[config.mk]
export PLATFORM = sky130hd
export DESIGN_NAME = seq_alu
export DESIGN_NICKNAME = d
export VERILOG_FILES = /design/src/rtl/seq_alu.sv
export SDC_FILE = /design/constraint.sdc
export NUM_CORES = 1
export LEC_CHECK = 0
export BUFFER_PORTS_ARGS = -buffer_cell sky130_fd_sc_hd__buf_2
export CAP_MARGIN = 0
export CORE_ASPECT_RATIO = 0.7
export CORE_MARGIN = 5
export CORE_UTILIZATION = 35
export CTS_BUF_LIST = sky130_fd_sc_hd__clkbuf_2 sky130_fd_sc_hd__clkbuf_4 sky130_fd_sc_hd__clkbuf_8
export DETAILED_ROUTE_END_ITERATION = 6
export HOLD_SLACK_MARGIN = 0.03
export PLACE_DENSITY_LB_ADDON = 0.08
export SLEW_MARGIN = 20
export SYNTH_ARGS = -nofsm -noshare
export SYNTH_HDL_FRONTEND = slang
export SYNTH_SLANG_ARGS = --single-unit
[constraint.sdc]
create_clock -name clk -period 4.3 [get_ports clk]
set_input_delay 1.075 -clock clk [delete_from_list [all_inputs] [get_ports clk]]
set_output_delay 1.075 -clock clk [all_outputs]
set_load 0.1 [all_outputs]
[src/rtl/seq_alu.sv]
// Handshaked ALU: add/sub/neg/and/or in one cycle, shift-add MUL and restoring MOD over WIDTH cycles.
// Define SEQ_ALU_MULDIV_EN to build the multiply/divide unit; otherwise ops 110/111 return err.
module seq_alu #(
    parameter int WIDTH = 8
) (
    input  logic             clk,
    input  logic             rst_n,
    input  logic             in_valid,
    output logic             in_ready,
    input  logic [2:0]       op,
    input  logic [WIDTH-1:0] a,
    input  logic [WIDTH-1:0] b,
    output logic             out_valid,
    input  logic             out_ready,
    output logic [WIDTH-1:0] result,
    output logic [WIDTH-1:0] result_hi,
    output logic             carry,
    output logic             zero,
    output logic             err
);

    localparam logic [2:0] OP_ADD  = 3'b000;
    localparam logic [2:0] OP_SUB  = 3'b001;
    localparam logic [2:0] OP_NEGA = 3'b010;
    localparam logic [2:0] OP_NEGB = 3'b011;
    localparam logic [2:0] OP_AND  = 3'b100;
    localparam logic [2:0] OP_OR   = 3'b101;
    localparam logic [2:0] OP_MUL  = 3'b110;
    localparam logic [2:0] OP_MOD  = 3'b111;

`ifdef SEQ_ALU_MULDIV_EN
    typedef enum logic [1:0] {IDLE = 2'd0, MUL = 2'd1, DIV = 2'd2, DONE = 2'd3} state_t;
    localparam int CW = $clog2(WIDTH);

    logic [WIDTH-1:0] a_q, b_q;
    logic [CW-1:0]    cnt;
    logic [WIDTH-1:0] p_hi, p_lo, rem, quo;
    logic [WIDTH:0]   mul_sum, div_r;
    logic [WIDTH-1:0] mul_hi_n, mul_lo_n, rem_n, quo_n;
    logic             div_ge;
`else
    typedef enum logic [1:0] {IDLE = 2'd0, DONE = 2'd3} state_t;
`endif

    state_t           state;
    logic [WIDTH-1:0] q_res, q_hi;
    logic             q_carry, q_err;

    assign in_ready = (state == IDLE);

    // Single-cycle results, computed straight from the port values in the accept cycle.
    always_comb begin
        q_res   = '0;
        q_hi    = '0;
        q_carry = 1'b0;
        q_err   = 1'b0;
        case (op)
            OP_ADD:  {q_carry, q_res} = {1'b0, a} + {1'b0, b};
            OP_SUB:  {q_carry, q_res} = {1'b0, a} + {1'b0, ~b} + (WIDTH+1)'(1);
            OP_NEGA: {q_carry, q_res} = {1'b0, ~a} + (WIDTH+1)'(1);
            OP_NEGB: {q_carry, q_res} = {1'b0, ~b} + (WIDTH+1)'(1);
            OP_AND:  q_res = a & b;
            OP_OR:   q_res = a | b;
`ifdef SEQ_ALU_MULDIV_EN
            OP_MOD: begin
                q_res = a;
                q_hi  = '1;
                q_err = 1'b1;
            end
            default: q_err = 1'b0;
`else
            OP_MUL, OP_MOD: q_err = 1'b1;
            default:        q_err = 1'b0;
`endif
        endcase
    end

`ifdef SEQ_ALU_MULDIV_EN
    // One multiply step and one restoring-divide step per cycle.
    always_comb begin
        mul_sum  = {1'b0, p_hi} + (p_lo[0] ? {1'b0, a_q} : '0);
        mul_hi_n = mul_sum[WIDTH:1];
        mul_lo_n = {mul_sum[0], p_lo[WIDTH-1:1]};
        div_r    = {rem, quo[WIDTH-1]};
        div_ge   = (div_r >= {1'b0, b_q});
        rem_n    = div_ge ? (div_r[WIDTH-1:0] - b_q) : div_r[WIDTH-1:0];
        quo_n    = {quo[WIDTH-2:0], div_ge};
    end
`endif

    always_ff @(posedge clk or negedge rst_n) begin
        if (!rst_n) begin
            state     <= IDLE;
            out_valid <= 1'b0;
            result    <= '0;
            result_hi <= '0;
            carry     <= 1'b0;
            zero      <= 1'b0;
            err       <= 1'b0;
`ifdef SEQ_ALU_MULDIV_EN
            a_q  <= '0;
            b_q  <= '0;
            cnt  <= '0;
            p_hi <= '0;
            p_lo <= '0;
            rem  <= '0;
            quo  <= '0;
`endif
        end else begin
            case (state)
                IDLE: if (in_valid) begin
`ifdef SEQ_ALU_MULDIV_EN
                    a_q <= a;
                    b_q <= b;
                    cnt <= CW'(WIDTH - 1);
                    // Multi-cycle ops divert here; everything else falls through to the quick path.
                    if (op == OP_MUL) begin
                        p_hi  <= '0;
                        p_lo  <= b;
                        state <= MUL;
                    end else if (op == OP_MOD && b != '0) begin
                        rem   <= '0;
                        quo   <= a;
                        state <= DIV;
                    end else
`endif
                    begin
                        result    <= q_res;
                        result_hi <= q_hi;
                        carry     <= q_carry;
                        zero      <= (q_res == '0);
                        err       <= q_err;
                        out_valid <= 1'b1;
                        state     <= DONE;
                    end
                end
`ifdef SEQ_ALU_MULDIV_EN
                MUL: begin
                    p_hi <= mul_hi_n;
                    p_lo <= mul_lo_n;
                    cnt  <= cnt - 1'b1;
                    if (cnt == '0) begin
                        result    <= mul_lo_n;
                        result_hi <= mul_hi_n;
                        carry     <= 1'b0;
                        zero      <= (mul_lo_n == '0);
                        err       <= 1'b0;
                        out_valid <= 1'b1;
                        state     <= DONE;
                    end
                end
                DIV: begin
                    rem <= rem_n;
                    quo <= quo_n;
                    cnt <= cnt - 1'b1;
                    if (cnt == '0) begin
                        result    <= rem_n;
                        result_hi <= quo_n;
                        carry     <= 1'b0;
                        zero      <= (rem_n == '0);
                        err       <= 1'b0;
                        out_valid <= 1'b1;
                        state     <= DONE;
                    end
                end
`endif
                DONE: if (out_ready) begin
                    out_valid <= 1'b0;
                    state     <= IDLE;
                end
                default: state <= IDLE;
            endcase
        end
    end

endmodule

==> results of run 1 <==
[stage by stage]
stage	hold WS [ns]	setup WS [ns]	total power, W	util, %
after floorplan	0.779	1.07	0.000533	-
after global placement	0.462	0.765	0.000616	40.1
after detailed placement	0.461	0.685	0.000614	40.1
after CTS	0.475	0.929	0.000739	41.1
after global routing	0.508	0.815	0.000773	41.1
final	0.472	0.965	0.000732	41.1
[synth_stat cells, drive strengths merged]
cell	instances
or2b	1
fa	2
dfrtp	12
o41ai	2
nand4	1
o31ai	4
conb	1
ha	26
a21o	4
a211oi	3
nor3	4
o31a	1
mux2i	6
a2111oi	1
and3	1
o21ai	12
a21oi	14
o21bai	2
and2	2
clkbuf	2
o2111ai	1
nor2b	2
o311ai	1
nand3	3
buf	13
nand2b	5
a221oi	3
a211o	1
o211ai	2
nor4	2
o21a	1
or4	1
nand4b	1
o221a	1
xor2	3
nor2	14
nand2	21
mux2	5
xnor2	15
or3	3
o22ai	6
nor3b	1
a31oi	5
a32oi	1
inv	27
[cell type report]
type / count / area, um2 / area share (%)
Clock buffer: 4 / 55.1 / 2.56
Inverter: 27 / 101 / 4.71
Multi-Input combinational cell: 192 / 1420 / 66.1
Sequential cell: 12 / 300 / 14.0
Tap cell: 72 / 90.1 / 4.19
Timing Repair Buffer: 36 / 183 / 8.49
[worst min-delay path, delay by kind of cell, from the launching register on]
family           cells  cell delay, ns
DFF                  1            0.34
and+or+nand+nor      2            0.10
[flip-flops by register name, summed over array words and instances (netlist names)]
signal,flops
out_valid,1
err,1
zero,1
result,8
carry,1
[layer usage]
layer | global-route usage [%] | routed length [um]
met3 | 3.89 | 362
met5 | 0 | 0
met2 | 22.0 | 2180
met1 | 21.1 | 2640
met4 | 0.922 | 10
[kinds of logic (layout without fill, tap and decap cells)]
| group | count (synthesis) | after routing |
|---|---|---|
| AO/OA/AOI/OAI | 65 | 65 |
| XOR/XNOR | 18 | 18 |
| adder cells (fa/ha/maj) | 28 | 28 |
| buffers and inverters | 42 | 67 |
| flip-flops | 12 | 12 |
| multiplexers | 11 | 11 |
| other | 1 | 8 |
| AND/OR/NAND/NOR | 62 | 62 |
[power by group through the flow]
stage	clock network (W)	logic [W]	registers, W
2_1_floorplan	0	0.000195	0.000338
3_3_place_gp	0	0.000465	0.000152
3_5_place_dp	0	0.000462	0.000151
4_1_cts	0.000126	0.000463	0.000150
5_1_grt	0.000130	0.000489	0.000153
6_report	0.000122	0.000460	0.000149
[final timing paths]
| kind | startpoint | to | slack, ns | depth (start not counted) |
|---|---|---|---|---|
| max | a[0] | zero | 0.97 | 10 |
| min | result[5] | result[5] | 0.47 | 2 |
| max in group asynchronous | rst_n | zero | 3.39 | 1 |
| min reg2reg | result[5] | result[5] | 0.47 | 2 |
| max reg2reg | out_valid | zero | 2.24 | 7 |
| min in group asynchronous | rst_n | result[5] | 0.70 | 1 |
==> summary.md, run 1 <==
| Metric | Value |
|---|---|
| Layout cells sized above 1 | `19.2%` |
| Area growth from synthesis to layout | `13.8%` |
| Power share of the combinational group | `62.9%` |
| Post-synthesis sequential area ratio | `15.9%` |
| Final Cycle Share | `about 78%` |
| Io pins | `44` |
| CTS root buf | `clkbuf_8` |
| WS Path Type | `in -> reg` |
| Antenna Violating Nets Remaining | `0` |
| Pwr/cell area | `340 mW/mm2` |
| Max Clk Rate | `300 MHz` |
| Clock power share | `16.7%` |
| Yosys reg bits | `12` |
| Post-synthesis mux area share | `under 10%` |
| Netlist cell types | `50` |
| Cell taking the most area after synthesis | `ha_1` |
| Setup TNS | `0 ns` |
| Int Pwr | `0.000323 W` |
| CP max FO | `4` |
| Slowest stage delay, CP | `0.49 ns` |
| Leakage | `1.06 nW` |
| First-pass GRT wire length | `a little over 8000 um` |
| Placed cell area | `about 0.0021 mm2` |
| Total vias in the final route | `1736` |
| Most common cell after layout, fill and taps aside | `buf_2` |
| Post-CTS Setup Bufs | `0` |
| Port Buffers | `35` |
| Synthesized area per cell | `7.91 um2` |
| Diodes inserted | `0` |
| Synth Area in Simple Gates | `16.0%` |
| Fin crit period | `roughly 3.3 ns` |
| Crit-path slowest cell | `a2111oi_1` |
| Pin count of the biggest net entering global routing | `29` |
| Die Wd | `97.8 um` |
| Max-slew violation count | `0` |
| Core region area | `0.00523 mm2` |
| Syn Inst Count | `239` |
| Top post-synthesis cells by area | `ha_1, dfrtp_1, xnor2_1` |
| Endpoints failing hold | `0` |
| Fraction of the mapped netlist area in compound gates | `23.8%` |
| CP endpoint kind | `register` |
| Type of origin of the critical path | `input port` |
| Hold Crit Class | `reg -> reg` |
| DR iter-0 viols | `69` |
| Num CTS Buffers | `3` |
| Final WL | `5190 um` |
| Pin slew with the least headroom to its limit | `approximately 0.8 ns` |
| Clock Tree Buf Depth | `2` |
| Clk slew on worst S/H paths | `0.05 ns` |
| Post-DP HPWL | `between 4000 and 5000 um` |
| Net switching power | `0.000409 W` |
| Largest family of logic cells by synthesized area | `compound AO/OA/AOI/OAI gates` |
| Largest delay contributor family on the critical path | `compound AO/OA/AOI/OAI gates` |
| CP arrival | `3.47 ns` |
| Total track usage | `14.4%` |
| Vias in the first global route | `1638` |
| Status | `finished, final reports clean` |
| Die area | `0.00699 mm2` |
| Clk sinks | `12` |
| Crit path cell chain | `buf_2 > inv_1 > ha_1 > fa_1 > xnor2_1 > o22ai_1 > a2111oi_1 > nand4b_1 > or4_4 > o41ai_2` |
| Die Y-Extent | `71.5 um` |
| Final setup violation count | `0` |
| CTS tree | `built` |
| Maximum VDD drop | `0.197 mV` |
| Routability congestion estimate | `0.874` |
| Layout Skew | `0.00327 ns` |
| Synth Area in XOR/XNOR | `between 8 and 9%` |
| Fin cells | `343` |
| Buf+Inv Stages, Crit Path | `2` |
| Initial Utilization | `36.1%` |
| Post-Syn Area | `0.00189 mm2` |
| Most frequent cells in the layout | `buf_2, ha_1, inv_1` |
| Initial antenna violation count | `0` |
| Wire length per cell | `~15 um` |
| Ys Warns | `0` |
| DRT Pass-1 Iters | `4` |
| CP required | `4.44 ns` |
| Reg power frac | `20.4%` |
| Max-cap violation count | `0` |
| CTS resizes | `0` |
| Top cell type's share of synthesized area | `~17%` |
| DRC | `0` |
| Adder-cell area share of the yosys netlist | `19.3%` |
| Worst-Skew Late Latency | `~0.24 ns` |
| DP Cell Count | `between 300 and 400` |
| Fill count | `574` |
| Via density | `5.06` |
| Hold_buf cts | `0` |
| Row cnt | `22` |
| Nets | `~320` |
| Slew headroom | `47.5%` |
| H-tree Lvls | `1` |
| Cell area after layout | `about 0.0022 mm2` |
| Total grt overflow | `0` |
| Switching share of power | `55.9%` |
| RSZ-0062 raised after global routing | `false` |
Note: power is estimated with default switching activity, not from simulation.
==> run 2: changes to the inputs <==
Clock period 4.3 ns to 3.33 ns, I/O delays scaled along.
==> run 2 against run 1 <==
Net effect: global-route usage increased by 1.3 points; first-iteration DRC count increased by 4.3%; final area grew 4.2%; combinational power rose by 33%; critical path depth unchanged; critical path type unchanged.
==> summary.md, run 2 (synthesis results as in run 1) <==
| Metric | Value |
|---|---|
| Status | `finished, final reports clean` |
| Fin crit period | `3.11 ns` |
| Pin count of the biggest net entering global routing | `23 (-21%)` |
| Type of origin of the critical path | `input port` |
| Slowest stage delay, CP | `0.49 ns (about the same)` |
| CTS root buf | `clkbuf_8` |
| Reg2Reg Depth | `6 (-1)` |
| First-pass GRT wire length | `8950 um (+9.0%)` |
| Final setup violation count | `0 (unchanged)` |
| Cell area after layout | `0.00224 mm2 (+4.2%)` |
| M1 GR Usage | `23.9% (+2.8 points)` |
| Via density | `5.03 (-0.65%)` |
| Slew headroom | `40.3% (-7.2 points)` |
| RSZ-0062 raised after global routing | `false` |
| Num CTS Buffers | `3 (unchanged)` |
| Max Clk Rate | `~320 MHz` |
| Post-CTS Setup Bufs | `0 (unchanged)` |
| Layout Skew | `0.000417 ns (-0.00285 ns)` |
| Vias in the first global route | `1742 (+6.3%)` |
| Layout cells sized above 1 | `22.9% (+3.7 points)` |
| DRT Pass-1 Iters | `4 (unchanged)` |
| Global-route met3 utilization | `4.77% (+0.88 points)` |
| Port Buffers | `35 (unchanged)` |
| WS Path Type | `in -> reg` |
| Maximum VDD drop | `0.207 mV (+4.9%)` |
| Reg with most FFs | `result` |
| Worst-Skew Late Latency | `0.23 ns (about the same)` |
| Initial antenna violation count | `0 (unchanged)` |
| Crit-path slowest cell | `a2111oi_1` |
| Io pins | `44 (unchanged)` |
| Diodes inserted | `0 (unchanged)` |
| Placed cell area | `0.00220 mm2 (+5.0%)` |
| Die area | `0.00699 mm2 (unchanged)` |
| Max-slew violation count | `0 (unchanged)` |
| CTS tree | `built` |
| R2r setup slk | `1.44 ns (-0.80 ns)` |
| Pin slew with the least headroom to its limit | `0.889 ns (+0.103 ns)` |
| Most frequent cells in the layout | `buf_2, ha_1, inv_1` |
| Hold Crit Class | `in -> async` |
| Die Y-Extent | `71.5 um (unchanged)` |
| Clock Tree Buf Depth | `2 (unchanged)` |
| DRC | `0 (unchanged)` |
| Setup TNS | `0 ns (unchanged)` |
| Area growth from synthesis to layout | `18.7%` |
| Hold_buf cts | `0 (unchanged)` |
| Total track usage | `15.6% (+1.3 points)` |
| Total power | `0.000932 W (+27%)` |
| CTS resizes | `0 (unchanged)` |
| R2r endpoint | `zero` |
| Leakage | `1.12 nW (+5.7%)` |
| DR iter-0 viols | `72 (+4.3%)` |
| Pwr/cell area | `416 mW/mm2 (+22%)` |
| Nets | `337 (+4.3%)` |
| Post-DP HPWL | `4610 um (+5.5%)` |
| Initial Utilization | `36.1% (unchanged)` |
| Total grt overflow | `0 (unchanged)` |
| Core region area | `0.00523 mm2 (unchanged)` |
| GR Layer Usage met2 | `22.4% (+0.38 points)` |
| Crit path cell chain | `buf_2 > inv_1 > ha_1 > fa_1 > xnor2_1 > o22ai_1 > a2111oi_1 > nand4b_1 > or4_4 > o41ai_2` |
| CP endpoint kind | `register` |
| H-tree Lvls | `1 (unchanged)` |
| Clk slew on worst S/H paths | `0.05 ns (about the same)` |
| Max-cap violation count | `0 (unchanged)` |
| Antenna Violating Nets Remaining | `0 (unchanged)` |
| Most used routing layer | `met1` |
| Endpoints failing hold | `0 (unchanged)` |
| CP required | `3.46 ns (-0.98 ns)` |
| Final Cycle Share | `93.4%` |
| Die Wd | `97.8 um (unchanged)` |
| Wire length per cell | `15.2 um (+0.62%)` |
| CP max FO | `4 (unchanged)` |
| Most common cell after layout, fill and taps aside | `buf_2` |
| Clk sinks | `12 (unchanged)` |
| Routability congestion estimate | `0.938 (+7.3%)` |
| CP arrival | `3.24 ns (-0.23 ns)` |
| Crit Reg-Reg Startpoint | `out_valid` |
| Max FFs per register | `8 (unchanged)` |
| Final WL | `5420 um (+4.4%)` |
| Total vias in the final route | `1790 (+3.1%)` |
| Row cnt | `22 (unchanged)` |
[run 2: worst max path at each step]
stage	start	to	cells after the start
floorplan	out_valid	zero	6
global placement	a[0]	zero	10
detailed placement	a[0]	zero	10
CTS	a[0]	zero	10
global route	a[0]	zero	10
finish	a[0]	zero	10
[run 2: area by class of cell]
class                   instances  area, um2
flip-flops and latches         12        300
inverters                      27        101
well taps                      72       90.1
multi-input cells             192       1420
repair buffers                 50        288
clock buffers                   3       41.3
fillers                       555       2990
[run 2: routing by layer]
metal	part of all wire (%)	wire [um]	up-vias
met5	0	0	-
met4	0.30	16	0
met3	6.3	343	2
met2	41	2230	42
met1	52	2830	830
li1	-	-	916
[run 2: power by group]
part	total, W	internal [W]	switching [W]	leakage, nW
logic	0.000612	0.000146	0.000466	0.950
clock network	0.000126	0.0000791	0.0000464	0.0216
registers	0.000194	0.000179	0.0000154	0.151
total	0.000932	0.000404	0.000528	1.12
[run 2: worst max-delay path, delay by kind of cell]
kind | cells | cell delay (ns)
AO/OA/AOI/OAI | 3 | 0.79
XOR/XNOR | 1 | 0.19
adder cells (fa/ha/maj) | 2 | 0.63
buffers and inverters | 2 | 0.17
AND/OR/NAND/NOR | 2 | 0.63
[run 2: through the flow]
step,instances,utilization (%),hold WS (ns),worst slack (ns)
after floorplan,246,-,0.537,0.132
after global placement,353,42.1,0.460,0.104
after detailed placement,353,42.1,0.462,-0.0173
after CTS,356,42.9,0.473,0.219
after global routing,356,42.9,0.489,0.0492
final,356,42.9,0.469,0.221
